<file path="config.mk">
export PLATFORM = sky130hd
export DESIGN_NAME = data_c_rr_arbiter
export DESIGN_NICKNAME = d
export VERILOG_FILES = /design/src/rtl/data_c_arb_pkg.sv /design/src/rtl/data_c_skid_reg.sv /design/src/rtl/data_c_rr_arbiter.sv
export SDC_FILE = /design/constraint.sdc
export NUM_CORES = 1
export LEC_CHECK = 0
export ABC_AREA = 0
export BUFFER_PORTS_ARGS = -buffer_cell sky130_fd_sc_hd__buf_2
export CAP_MARGIN = 10
export CORE_MARGIN = 8
export CORE_UTILIZATION = 50
export DETAILED_ROUTE_END_ITERATION = 16
export GPL_TIMING_DRIVEN = 0
export PLACE_DENSITY = 0.82
export REMOVE_ABC_BUFFERS = 1
export SETUP_SLACK_MARGIN = 0.05
export SLEW_MARGIN = 20
export SYNTH_ARGS = -nofsm -noshare
export SYNTH_HDL_FRONTEND = slang
export SYNTH_SLANG_ARGS = --single-unit
</file>
<file path="constraint.sdc">
create_clock -name clock -period 7.9 [get_ports clock]
set_clock_uncertainty 0.2 [all_clocks]
set_input_delay 0.79 -clock clock [delete_from_list [all_inputs] [get_ports clock]]
set_output_delay 0.79 -clock clock [all_outputs]
set_load 0.05 [all_outputs]
</file>
<file path="src/rtl/data_c_arb_pkg.sv">
// Shared types and the round-robin search for the data_c stream arbiter.
package data_c_arb_pkg;

  localparam int MAX_NUM = 16;
  localparam int PTR_W   = 4;

  typedef enum logic [1:0] {
    EMPTY = 2'd0,
    ONE   = 2'd1,
    FULL  = 2'd2
  } BUF_STATE;

  typedef struct packed {
    logic             found;
    logic [PTR_W-1:0] idx;
  } rr_pick_t;

  // First set bit of valid at or after ptr, wrapping at num (num <= MAX_NUM, ptr < num).
  function automatic rr_pick_t rr_pick(input logic [MAX_NUM-1:0] valid,
                                       input logic [PTR_W-1:0]   ptr,
                                       input int                 num);
    rr_pick_t r;
    int       j;
    r = '0;
    for (int k = 0; k < MAX_NUM; k++) begin
      j = int'(ptr) + k;
      if (j >= num) j = j - num;
      if ((k < num) && !r.found && valid[PTR_W'(j)]) begin
        r.found = 1'b1;
        r.idx   = PTR_W'(j);
      end
    end
    return r;
  endfunction

endpackage

</file>
<file path="src/rtl/data_c_skid_reg.sv">
// Two-entry output buffer: M drives the outputs, S absorbs the beat taken while
// downstream stalls. o_can_take is registered so no ready path runs from i_rd.
module data_c_skid_reg
  import data_c_arb_pkg::*;
#(
  parameter int WIDTH = 35
) (
  input  logic             clock,
  input  logic             rst_n,
  input  logic             i_wr,
  input  logic [WIDTH-1:0] i_din,
  input  logic             i_rd,
  output logic             o_valid,
  output logic [WIDTH-1:0] o_dout,
  output logic             o_can_take
);

  BUF_STATE         r_state;
  logic [WIDTH-1:0] r_m;
  logic [WIDTH-1:0] r_s;
  logic             r_valid;
  logic             r_can_take;
  logic             w_rd;

  assign w_rd = r_valid & i_rd;

  always_ff @(posedge clock or negedge rst_n) begin
    if (!rst_n) begin
      r_state    <= EMPTY;
      r_m        <= '0;
      r_valid    <= 1'b0;
      r_can_take <= 1'b1;
    end else begin
      case (r_state)
        EMPTY: begin
          if (i_wr) begin
            r_m     <= i_din;
            r_valid <= 1'b1;
            r_state <= ONE;
          end
        end
        ONE: begin
          case ({i_wr, w_rd})
            2'b10: begin
              r_state    <= FULL;
              r_can_take <= 1'b0;
            end
            2'b01: begin
              r_state <= EMPTY;
              r_valid <= 1'b0;
            end
            2'b11: r_m <= i_din;
            default: ;
          endcase
        end
        FULL: begin
          if (w_rd) begin
            r_m        <= r_s;
            r_state    <= ONE;
            r_can_take <= 1'b1;
          end
        end
        default: begin
          r_state    <= EMPTY;
          r_valid    <= 1'b0;
          r_can_take <= 1'b1;
        end
      endcase
    end
  end

  // Skid entry is only meaningful while FULL, so it carries no reset.
  always_ff @(posedge clock) begin
    if ((r_state == ONE) && i_wr && !w_rd) r_s <= i_din;
  end

  assign o_valid    = r_valid;
  assign o_dout     = r_m;
  assign o_can_take = r_can_take;

endmodule

</file>
<file path="src/rtl/data_c_rr_arbiter.sv">
// N-to-1 round-robin stream arbiter with a registered skid output stage.
// Optional packet lock when DATA_C_ARB_LOCK_EN is defined.
module data_c_rr_arbiter
  import data_c_arb_pkg::*;
#(
  parameter int NUM   = 4,
  parameter int DSIZE = 32,
  parameter int ISIZE = $clog2(NUM)
) (
  input  logic                 clock,
  input  logic                 rst_n,
  input  logic [NUM-1:0]       s_valid,
  input  logic [NUM-1:0]       s_last,
  input  logic [NUM*DSIZE-1:0] s_data,
  output logic [NUM-1:0]       s_ready,
  output logic                 m_valid,
  output logic [DSIZE-1:0]     m_data,
  output logic [ISIZE-1:0]     m_sel,
  output logic                 m_last,
  input  logic                 m_ready
);

  localparam int BW = DSIZE + ISIZE + 1;

  logic [ISIZE-1:0] r_ptr;
  rr_pick_t         w_pick;
  logic [ISIZE-1:0] w_gnt;
  logic             w_found;
  logic             w_acc;
  logic             w_can_take;
  logic             w_ptr_adv;
  logic [DSIZE-1:0] w_sdata;
  logic             w_last_in;
  logic [BW-1:0]    w_din;
  logic [BW-1:0]    w_dout;

`ifdef DATA_C_ARB_LOCK_EN
  logic             r_lock;
  logic [ISIZE-1:0] r_lock_idx;
`endif

  always_comb begin
    w_pick  = rr_pick(MAX_NUM'(s_valid), PTR_W'(r_ptr), NUM);
    w_gnt   = '0;
    for (int i = 0; i < NUM; i++) begin
      if (w_pick.idx == PTR_W'(i)) w_gnt = ISIZE'(i);
    end
    w_found = w_pick.found;
`ifdef DATA_C_ARB_LOCK_EN
    // Mid-packet the grant stays on the owner even if it drops valid.
    if (r_lock) begin
      w_gnt   = r_lock_idx;
      w_found = s_valid[r_lock_idx];
    end
`endif
  end

  assign w_acc = w_found & w_can_take & rst_n;

  always_comb begin
    s_ready = '0;
    if (w_acc) s_ready[w_gnt] = 1'b1;
  end

  always_comb begin
    w_sdata   = '0;
    w_last_in = 1'b0;
    for (int i = 0; i < NUM; i++) begin
      if (w_gnt == ISIZE'(i)) begin
        w_sdata   = s_data[i*DSIZE +: DSIZE];
        w_last_in = s_last[i];
      end
    end
  end

`ifdef DATA_C_ARB_LOCK_EN
  assign w_ptr_adv = w_acc & w_last_in;

  always_ff @(posedge clock or negedge rst_n) begin
    if (!rst_n) begin
      r_lock     <= 1'b0;
      r_lock_idx <= '0;
    end else if (w_acc) begin
      r_lock     <= ~w_last_in;
      r_lock_idx <= w_gnt;
    end
  end
`else
  assign w_ptr_adv = w_acc;
`endif

  always_ff @(posedge clock or negedge rst_n) begin
    if (!rst_n) begin
      r_ptr <= '0;
    end else if (w_ptr_adv) begin
      r_ptr <= (w_gnt == ISIZE'(NUM - 1)) ? '0 : w_gnt + 1'b1;
    end
  end

  assign w_din = {w_last_in, w_gnt, w_sdata};

  data_c_skid_reg #(
    .WIDTH(BW)
  ) u_skid (
    .clock     (clock),
    .rst_n     (rst_n),
    .i_wr      (w_acc),
    .i_din     (w_din),
    .i_rd      (m_ready),
    .o_valid   (m_valid),
    .o_dout    (w_dout),
    .o_can_take(w_can_take)
  );

  assign {m_last, m_sel, m_data} = w_dout;

endmodule
</file>
Yosys cells after proc, flatten, opt, wreduce, memory -nomap -nowiden
Cells that the tools add are included.
- bits in registers: 76
- bits of input ports: 139
- logic and storage cells: 112
- $add $sub $neg: 8
- $lt $le $gt $ge: 10
- equal/unequal tests: 17
- multiplexer cells: 49
- bitwise operators: 5
- reductions and logical operators: 17
- operator list (cell ; count):
    two-way mux 32 bit ; 4
    two-way mux 35 bit ; 3
    case mux 35 bit (3 select lines) ; 1
    less-than comparator 4 x 6 -> 1 bit (second input constant) ; 4
    two-way mux 4 bit ; 5
    two-way mux 5 bit ; 4
    two-way mux 1 bit ; 18
    binary-select mux 1 bit (select 4 bit) ; 4
    subtractor 3 x 3 -> 4 bit (second input constant) ; 3
    == test 2 bit (second input constant) ; 5
    two-way mux 2 bit ; 5
    greater-or-equal comparator 3 bit (second input constant) ; 3
    AND reduction 3 bit ; 3
    == test 4 x 2 -> 1 bit (second input constant) ; 2
    adder 2 x 2 -> 3 bit (second input constant) ; 2
    == test 2 x 1 -> 1 bit (second input constant) ; 3
    logical AND 1 bit ; 6
    inequality test 2 bit (second input constant) ; 3
    case mux 1 bit (3 select lines) ; 2
    case mux 2 bit (3 select lines) ; 1
    == test 4 x 1 -> 1 bit (second input constant) ; 1
    logical NOT 1 bit ; 4
    logical NOT 2 bit ; 2
    inequality test 2 x 1 -> 1 bit (second input constant) ; 2
    13 further kinds ; 16

Longest topological paths before layout
Gate-level depths: netlist (run 1).
- depth after elaboration: 26
- gate-level depth with buffers: 18

Modules after synthesis
Synthesis (run 1) repeated with hierarchy kept, for this count alone.
- cell total of the unflattened synthesis: 413
- area, all modules: 4734.5 um^2
- by module, submodules not included (module ; instances ; cells an instance ; area each (um^2) ; sequential area each (um^2)):
    data_c_skid_reg ; 1 ; 170 ; 3293.2 ; 2028.2
    data_c_rr_arbiter ; 1 ; 243 ; 1441.4 ; 50.0

Worst setup path before layout (run 1)
Ideal clock, no wire load.
- kind: register to register
- start: register r_ptr[0]
- end: register u_skid.r_s[0] (enable)
- setup time: 0.515 ns
- data arrival time: 5.154 ns
- path slack: 2.031 ns
- stages on the path, launching flop included: 9
- buffers on the path: 2
- clock period less this slack: 5.869 ns
- path through: dfrtp_1 buf_6 inv_1 ha_1 buf_2 a21boi_0 a22oi_2 a31o_4 nor4_1
- word-level cells in the longest chain between the ends: 19
- elaborated cells on any way between the ends: 41
- those cells by class: add/sub: 7; order compare: 4; mux: 20; bitwise: 2; reduce/logical: 8
- ends and longest elaborated chain (what ; RTL line ; RTL):
    start, declared ; data_c_rr_arbiter.sv:25 ; logic [ISIZE-1:0] r_ptr;
    start signal, assigned ; data_c_rr_arbiter.sv:96 ; r_ptr <= (w_gnt == ISIZE'(NUM - 1)) ? '0 : w_gnt + 1'b1;
    branches (longest 14 deep; another with subtractor 3 x 3 -> 4 bit) ; n/a ;
    two-way mux 5 bit (*) ; data_c_arb_pkg.sv:28 ; if ((k < num) && !r.found && valid[PTR_W'(j)]) begin
    AND 1 bit (*) (2 in series) ; data_c_rr_arbiter.sv:58 ; assign w_acc = w_found & w_can_take & rst_n;
    logical AND 1 bit (*) (2 in series) ; data_c_skid_reg.sv:74 ; if ((r_state == ONE) && i_wr && !w_rd) r_s <= i_din;
    end signal, assigned ; data_c_skid_reg.sv:74 ;
    end, declared ; data_c_skid_reg.sv:20 ; logic [WIDTH-1:0] r_s;
Every way passes the cells marked *. The select of a mux whose other input is x is not followed.
A chain may end at the register's enable or synchronous reset.

Final worst setup path (run 1)
- start: register r_ptr[0]
- end: output s_ready[2]
- elaborated cells on any way between the ends: 51
- those cells by class: add/sub: 7; order compare: 6; eq/ne: 3; mux: 26; bitwise: 2; reduce/logical: 7
- RTL lines (what ; RTL line ; RTL):
    branches (longest 14 deep; another with subtractor 3 x 3 -> 4 bit) ; n/a ;
    two-way mux 5 bit (*) ; data_c_arb_pkg.sv:28 ;
    == test 4 x 2 -> 1 bit ; data_c_rr_arbiter.sv:46 ; if (w_pick.idx == PTR_W'(i)) w_gnt = ISIZE'(i);
    two-way mux 2 bit ; data_c_rr_arbiter.sv:46 ;
    two-way mux 2 bit (*) ; data_c_rr_arbiter.sv:46 ;
    via u_skid.i_din[33] ; data_c_skid_reg.sv:11 ; input logic [WIDTH-1:0] i_din,
    less-than comparator 2 x 3 -> 1 bit (not written as such) / greater-or-equal comparator 2 x 1 -> 1 bit (equally long branches) ; data_c_rr_arbiter.sv:62 ; if (w_acc) s_ready[w_gnt] = 1'b1;
    logical AND 1 bit (not written as such) ; data_c_rr_arbiter.sv:62 ;
    two-way mux 1 bit (not written as such) ; data_c_rr_arbiter.sv:62 ;
    demux 1 bit (select 2 bit) (*) ; data_c_rr_arbiter.sv:62 ;
    two-way mux 4 bit (*) ; data_c_rr_arbiter.sv:62 ;
    end, declared ; data_c_rr_arbiter.sv:15 ; output logic [NUM-1:0] s_ready,
Mark *: on every way through the listed nets, which the timed path passes. The select of a mux whose other input is x is not followed.

==> results of run 1 <==
-- cells in the mapped netlist (2+ instances only) --
library cell,number
a21oi_1,2
a221oi_1,33
a22o_1,2
and2_1,5
and2b_1,2
buf_12,4
clkbuf_1,24
dfrtp_1,40
edfxtp_1,35
ha_1,10
inv_1,45
mux2_2,4
mux2i_1,71
mux4_2,2
nand2_1,43
nor2b_1,35
nor3_1,2
o21ai_0,4
o31ai_1,33
o41ai_1,2
-- worst max-delay path, cell delays in order (launching register included) --
cell and delay [ns]:
dfrtp_1 0.66, inv_1 0.20, ha_1 0.46, a21boi_0 0.20, a22o_1 0.27, a2111oi_0 0.79, nor3_1 0.24, inv_1 0.17
ha_2 0.60, buf_16 0.24, and2_1 0.13, buf_2 0.25
-- worst paths after layout --
kind / start / to / slack, ns / depth (start not counted)
max in group asynchronous: rst_n / r_ptr[1] / 6.87 / 1
max: r_ptr[0] / s_ready[2] / 2.37 / 11
max reg2reg: r_ptr[0] / u_skid.o_dout[7] / 2.89 / 13
min in group clock: u_skid.r_state[0] / u_skid.o_can_take / 0.32 / 1
min: rst_n / u_skid.o_dout[27] / 0.23 / 1
min reg2reg: u_skid.r_state[0] / u_skid.o_can_take / 0.32 / 1
-- placed cells by master, fill, tap and decap left out, drive strengths merged, types with 3 or more instances in the layout --
master,netlist,layout
a221oi,33,33
and2,5,5
buf,7,190
clkbuf,24,10
clkinv,1,4
dfrtp,40,40
edfxtp,35,35
ha,10,10
inv,46,47
mux2,5,5
mux2i,71,71
mux4,3,3
nand2,43,43
nor2b,35,35
o21ai,4,4
o31ai,33,33
-- final cells by class --
| class | count | area, um2 | area share |
|---|---|---|---|
| Sequential cell | 76 | 2078 | 0.3530 |
| Tap cell | 111 | 138.9 | 0.02359 |
| Clock inverter | 6 | 87.58 | 0.01487 |
| Inverter | 47 | 178.9 | 0.03039 |
| Timing Repair Buffer | 190 | 1084 | 0.1840 |
| Clock buffer | 10 | 127.6 | 0.02167 |
| Multi-Input combinational cell | 271 | 2193 | 0.3725 |
-- logic make-up (layout without fill, tap and decap cells) --
logic type,after synthesis,count (layout),share of synthesized area
simple gates,94,94,0.1038
buf+inv,78,253,0.07994
mux,79,79,0.1816
flops,76,76,0.4501
fa+ha+maj,10,10,0.02710
compound gates,88,88,0.1575
-- per-stage QoR --
| stage | worst slack (ns) | area, um2 | cells |
|---|---|---|---|
| after global placement | -0.1914 | 5456 | 683 |
| after CTS | 2.507 | 5886 | 711 |
| final | 2.368 | 5888 | 711 |
| after floorplan | 1.972 | 4427 | 394 |
| after global routing | 2.257 | 5888 | 711 |
| after detailed placement | 2.849 | 5670 | 695 |
-- state kept, by name (all words and copies together), names as in the netlist --
signal,count
u_skid.o_valid,1
r_ptr,2
u_skid.r_state,2
u_skid.o_can_take,1
u_skid.r_s,35
u_skid.o_dout,35
-- layer usage --
metal  wire, um  track usage  vias up  part of all wire
li1           -            -     1901                 -
met1       4949       0.2290     1860              0.40
met3        897      0.04563       13             0.072
met2       6518       0.3460      156              0.52
met4        159      0.06745        0             0.013
met5          0            0        -                 0
==> summary.md, run 1 <==
| Metric | Value |
|---|---|
| Largest net degree at the start of global routing | `43` |
| Global-route wire length before repair | `20180 um` |
| Crit path required time | `6.91 ns` |
| Top Ports | `179` |
| CTS sink cnt | `76` |
| Syn-to-layout area delta | `27.53%` |
| Die Width | `112.1 um` |
| Fill cell count | `752` |
| Setup TNS | `0 ns` |
| Detailed Routing Iterations Pass 1 | `5` |
| Number of DRC markers in iteration 0 | `298` |
| F_max | `180.8 MHz` |
| TritonCTS clock tree | `built` |
| Final Slew Violations | `0` |
| RSZ-0062 raised after global routing | `no` |
| Mapped cell area | `4617 um2` |
| Syn. warnings | `0` |
| Final setup fails | `0` |
| Diodes inserted | `0` |
| Crit end category | `output port` |
| Setup Crit Path Kind | `flop to output port` |
| Startpoint class of the critical path | `flop` |
| DP HPWL | `9584 um` |
| Via Count | `3930` |
| Clock Latency Late Sink | `0.34 ns` |
| Via/cell ratio | `5.527` |
| Fin util | `0.6464` |
| Row cnt | `35` |
| Sequential area share after synthesis | `0.4501` |
| I/O Buffers | `178` |
| Die ar. | `12560 um2` |
| Initial Util | `0.5069` |
| Ranking of synthesized cells by area | `edfxtp_1, dfrtp_1, mux2i_1, a221oi_1, o31ai_1` |
| DRC Markers | `0` |
| Final Cycle Share | `0.7002` |
| Nets@finish | `744` |
| Share of flip-flops with an asynchronous set or reset | `0.5395` |
| Cell variety after synth | `47` |
| GRT overflow | `0` |
| Routability Congestion | `0.8460` |
| Maximum root-to-sink buffer count | `2` |
| Post-synth EDFFs | `35` |
| Dominant synthesized flop cell | `dfrtp_1` |
| Cts bufs inserted | `9` |
| Gates resized, CTS repair | `0` |
| Remaining antenna violation count | `0` |
| Setup repair bufs after CTS | `0` |
| Antenna violations before repair | `0` |
| CTS root buffer | `clkbuf_8` |
| Yosys reg bits | `76` |
| Total of max-cap violations | `0` |
| Final hold violations | `0` |
| Min Tclk post-route | `5.532 ns` |
| Hold WC Path Type | `primary input to asynchronous set/reset pin` |
| Total track usage | `0.1963` |
| Routed len/inst | `17.61 um` |
| Worst Path Max Fanout | `35` |
| Core footprint | `9109 um2` |
| Worst-path clk slew | `0.09 ns` |
| Share of cells above drive strength 1 | `0.3717` |
| CTS H-tree lvls | `3` |
| Vias in the first global route | `4135` |
| Die H | `112.1 um` |
| Crit path arrival time | `4.54 ns` |
| Worst-Margin Slew | `0.8589 ns` |
| Worst hold slack | `0.2289 ns` |
| Top cell type by total area after synthesis | `edfxtp_1` |
| Hold buffer count at CTS | `0` |
| Syn Inst Count | `425` |
| Post-synthesis average cell area | `10.86 um2` |
| Run status | `finished, final reports clean` |
| Routed wire length | `12520 um` |
| Post-synth top area share | `0.2276` |
| Slew HR | `0.4126` |
Power of run 1 is left out: the tool's default activity adds up to more than one toggle a clock period on the data nets, which glitch-free logic cannot reach.
==> run 2, diff against run 1 <==
--- a/config.mk
+++ b/config.mk
@@ -5,7 +5,7 @@
 export SDC_FILE = /design/constraint.sdc
 export NUM_CORES = 1
 export LEC_CHECK = 0
-export ABC_AREA = 0
+export ABC_AREA = 1
 export BUFFER_PORTS_ARGS = -buffer_cell sky130_fd_sc_hd__buf_2
 export CAP_MARGIN = 10
 export CORE_MARGIN = 8
==> constraint.sdc (replaced) <==
create_clock -name clock -period 5.1 [get_ports clock]
set_clock_uncertainty 0.2 [all_clocks]
set_input_delay 0.51 -clock clock [delete_from_list [all_inputs] [get_ports clock]]
set_output_delay 0.51 -clock clock [all_outputs]
set_load 0.05 [all_outputs]
==> run 2 against run 1 <==
Compared with the run above: flip-flop and latch count unchanged; global-route usage up 1.8 points; critical path type unchanged; final area down 1.3%; die area about the same; critical path depth up 2; sequential share of layout area up 0.46 points; critical endpoint is now s_ready[3].
==> summary.md, run 2 <==
| Metric | Value |
|---|---|
| Ranking of synthesized cells by area | `edfxtp_1, dfrtp_1, nand2_1, a21oi_1, mux2i_1` |
| Vias in the first global route | `4723` |
| Met2 usage | `0.3901` |
| Run status | `finished, final reports clean` |
| Most common cell in the netlist | `nand2_1` |
| Largest net degree at the start of global routing | `69` |
| DP HPWL | `9800 um` |
| Dominant synthesized flop cell | `dfrtp_1` |
| Die ar. | `12560 um2` |
| Top Ports | `179` |
| Reg-to-reg endpoint | `u_skid.o_dout[21]` |
| Initial Util | `0.5065` |
| Final hold violations | `0` |
| Post-synth top area share | `0.2278` |
| Sequential area share after synthesis | `0.4505` |
| Via/cell ratio | `5.376` |
| I/O Buffers | `178` |
| Final setup fails | `0` |
| Placed Cells | `828` |
| Share of flip-flops with an asynchronous set or reset | `0.5395` |
| Grt met1 use | `0.2362` |
| Setup repair bufs after CTS | `0` |
| TritonCTS clock tree | `built` |
| Hold Startpoint | `u_skid.o_dout[18]` |
| Final std cells w/o fill | `846` |
| Post-synthesis average cell area | `8.150 um2` |
| Startpoint class of the critical path | `flop` |
| R2R depth | `15` |
| Worst-path clk slew | `0.08 ns` |
| Crit path cell chain | `inv_2, ha_1, inv_1, nand3_1, nand2_1, nor2_1, nand3b_4, nand2_1, nor2_1, ha_2, inv_4, nor2_1, buf_2` |
| Crit path arrival time | `3.93 ns` |
| CP max stage cell | `ha_2` |
| Routed wire length | `13480 um` |
| Yosys reg bits | `76` |
| Post-synth EDFFs | `35` |
| Levels on crit path | `13` |
| RSZ-0062 raised after global routing | `no` |
| Die Width | `112.1 um` |
| R2R Setup Slk | `1.04 ns` |
| Most frequent cells in the layout | `buf_2, nand2_1, a21oi_1` |
| Core footprint | `9109 um2` |
| Crit path launch | `r_ptr[0]` |
| Fin util | `0.6382` |
| Cell variety after synth | `33` |
| Routed len/inst | `15.94 um` |
| Die H | `112.1 um` |
| Setup Crit Path Kind | `flop to output port` |
| CP Capture Point | `s_ready[3]` |
| Nets@finish | `878` |
| CTS sink cnt | `76` |
| Syn-to-layout area delta | `26.01%` |
| Worst Path Buf+Inv | `4` |
| Hold WC Path Type | `flop to flop` |
| Crit path required time | `4.39 ns` |
| Cts bufs inserted | `9` |
| DRC Markers | `0` |
| Total track usage | `0.2140` |
| Worst Path Max Fanout | `34` |
| Most common cell after layout, fill and taps aside | `buf_2` |
| Antenna violations before repair | `1` |
| Final Slew Violations | `0` |
| Met3 Use GR | `0.05153` |
| Worst path max stage delay | `0.77 ns` |
| Slew HR | `0.3918` |
| Clock Latency Late Sink | `0.34 ns` |
| Top cell type by total area after synthesis | `edfxtp_1` |
| CTS H-tree lvls | `3` |
| Maximum root-to-sink buffer count | `2` |
| Routability Congestion | `0.8455` |
| Min Tclk post-route | `4.638 ns` |
| Row cnt | `35` |
| Detailed Routing Iterations Pass 1 | `5` |
| Layer with the highest usage | `met2` |
| Remaining antenna violation count | `0` |
| Share of cells above drive strength 1 | `0.3365` |
| Worst-Margin Slew | `0.9122 ns` |
| Global-route wire length before repair | `22140 um` |
| Total of max-cap violations | `0` |
| Number of DRC markers in iteration 0 | `304` |
| Most used cell along the critical path | `nor2_1` |
| Synth top cells by count | `nand2_1, a21oi_1, o21ai_0` |
| CP delay by family, top | `adder cells` |
| Mapped cell area | `4613 um2` |
| F_max | `215.6 MHz` |
| Syn Inst Count | `566` |
| Syn. warnings | `0` |
| Via Count | `4548` |
| Reg-to-Reg Start | `r_ptr[0]` |
| Final Cycle Share | `0.9095` |
| Crit end category | `output port` |
| CTS root buffer | `clkbuf_8` |
| GRT overflow | `0` |
-- run 2: cell types whose count changed in the layout (fill, tap and decap cells not counted), moves of 5 or more --
cell	change
a221oi_1	-33
o21ai_1	+5
nor2_1	+44
nor2b_1	-34
nand3_1	+8
inv_1	-25
o21ai_2	+15
nand2_2	+15
o21ai_0	+45
a21oi_1	+67
o31ai_1	-33
and2_1	-5
nand2_1	+128
mux2i_1	-38
-- run 2: final cells by class --
| type | count | area, um2 |
|---|---|---|
| Antenna cell | 1 | 2.502 |
| Clock buffer | 12 | 155.1 |
| Clock inverter | 4 | 72.57 |
| Fill cell | 774 | 3296 |
| Inverter | 23 | 91.34 |
| Multi-Input combinational cell | 432 | 2288 |
| Sequential cell | 76 | 2078 |
| Tap cell | 111 | 138.9 |
| Timing Repair Buffer | 187 | 985.9 |
-- run 2: kinds of logic after synthesis --
| kind of cell | share of synthesized area |
|---|---|
| flip-flops | 0.4505 |
| AND/OR/NAND/NOR | 0.2276 |
| buffers and inverters | 0.05804 |
| AO/OA/AOI/OAI | 0.1652 |
| multiplexers | 0.07160 |
| adder cells (fa/ha/maj) | 0.02712 |
-- run 2: layer usage --
layer	wire length (um)	vias up
met4	253	0
met2	6895	180
li1	-	2212
met1	5376	2133
met5	0	-
met3	957	23
-- run 2: worst min path at each step --
| stage | endpoint | slack (ns) | depth (start not counted) |
|---|---|---|---|
| 2_1_floorplan | r_ptr[0] | 0.01 | 0 |
| 5_1_grt | u_skid.o_dout[23] | 0.31 | 2 |
| 6_report | u_skid.o_dout[18] | 0.29 | 2 |
| 3_5_place_dp | u_skid.o_dout[23] | 0.27 | 2 |
| 3_3_place_gp | u_skid.o_dout[11] | 0.26 | 2 |
| 4_1_cts | u_skid.r_state[1] | 0.16 | 1 |
-- run 2: timing repair --
item                                    CTS  global route
resized for setup                         2             2
endpoints found under the setup margin    2             2
hold endpoints to repair                  0             6
hold buffers                              0             1
-- run 2: per-stage QoR --
step                      setup TNS [ns]  hold slack (ns)  cell area [um2]  setup slack (ns)
after floorplan                   -13.45          0.01441             4432           -0.3842
after detailed placement        -0.04561           0.2713             5565          -0.04561
final                                  0           0.2854             5813            0.4618
after global routing                   0           0.3131             5813            0.1645
after CTS                              0           0.1628             5796           0.08523
after global placement           -103.28           0.2632             5461            -2.636
-- run 2: worst reg2reg max path, stage by stage (launching register included) --
cell and delay (ns):
dfrtp_1 0.51, inv_2 0.13, ha_1 0.36, inv_1 0.09, nand3_1 0.08, nand2_1 0.05
nor2_1 0.18, nand3b_4 0.19, nand2_1 0.07, nor2_1 0.35, ha_2 0.77, inv_4 0.38
nor2_1 0.19, a21oi_1 0.08, mux2i_1 0.22, o21ai_2 0.09
Power of run 2 is left out for the same reason.
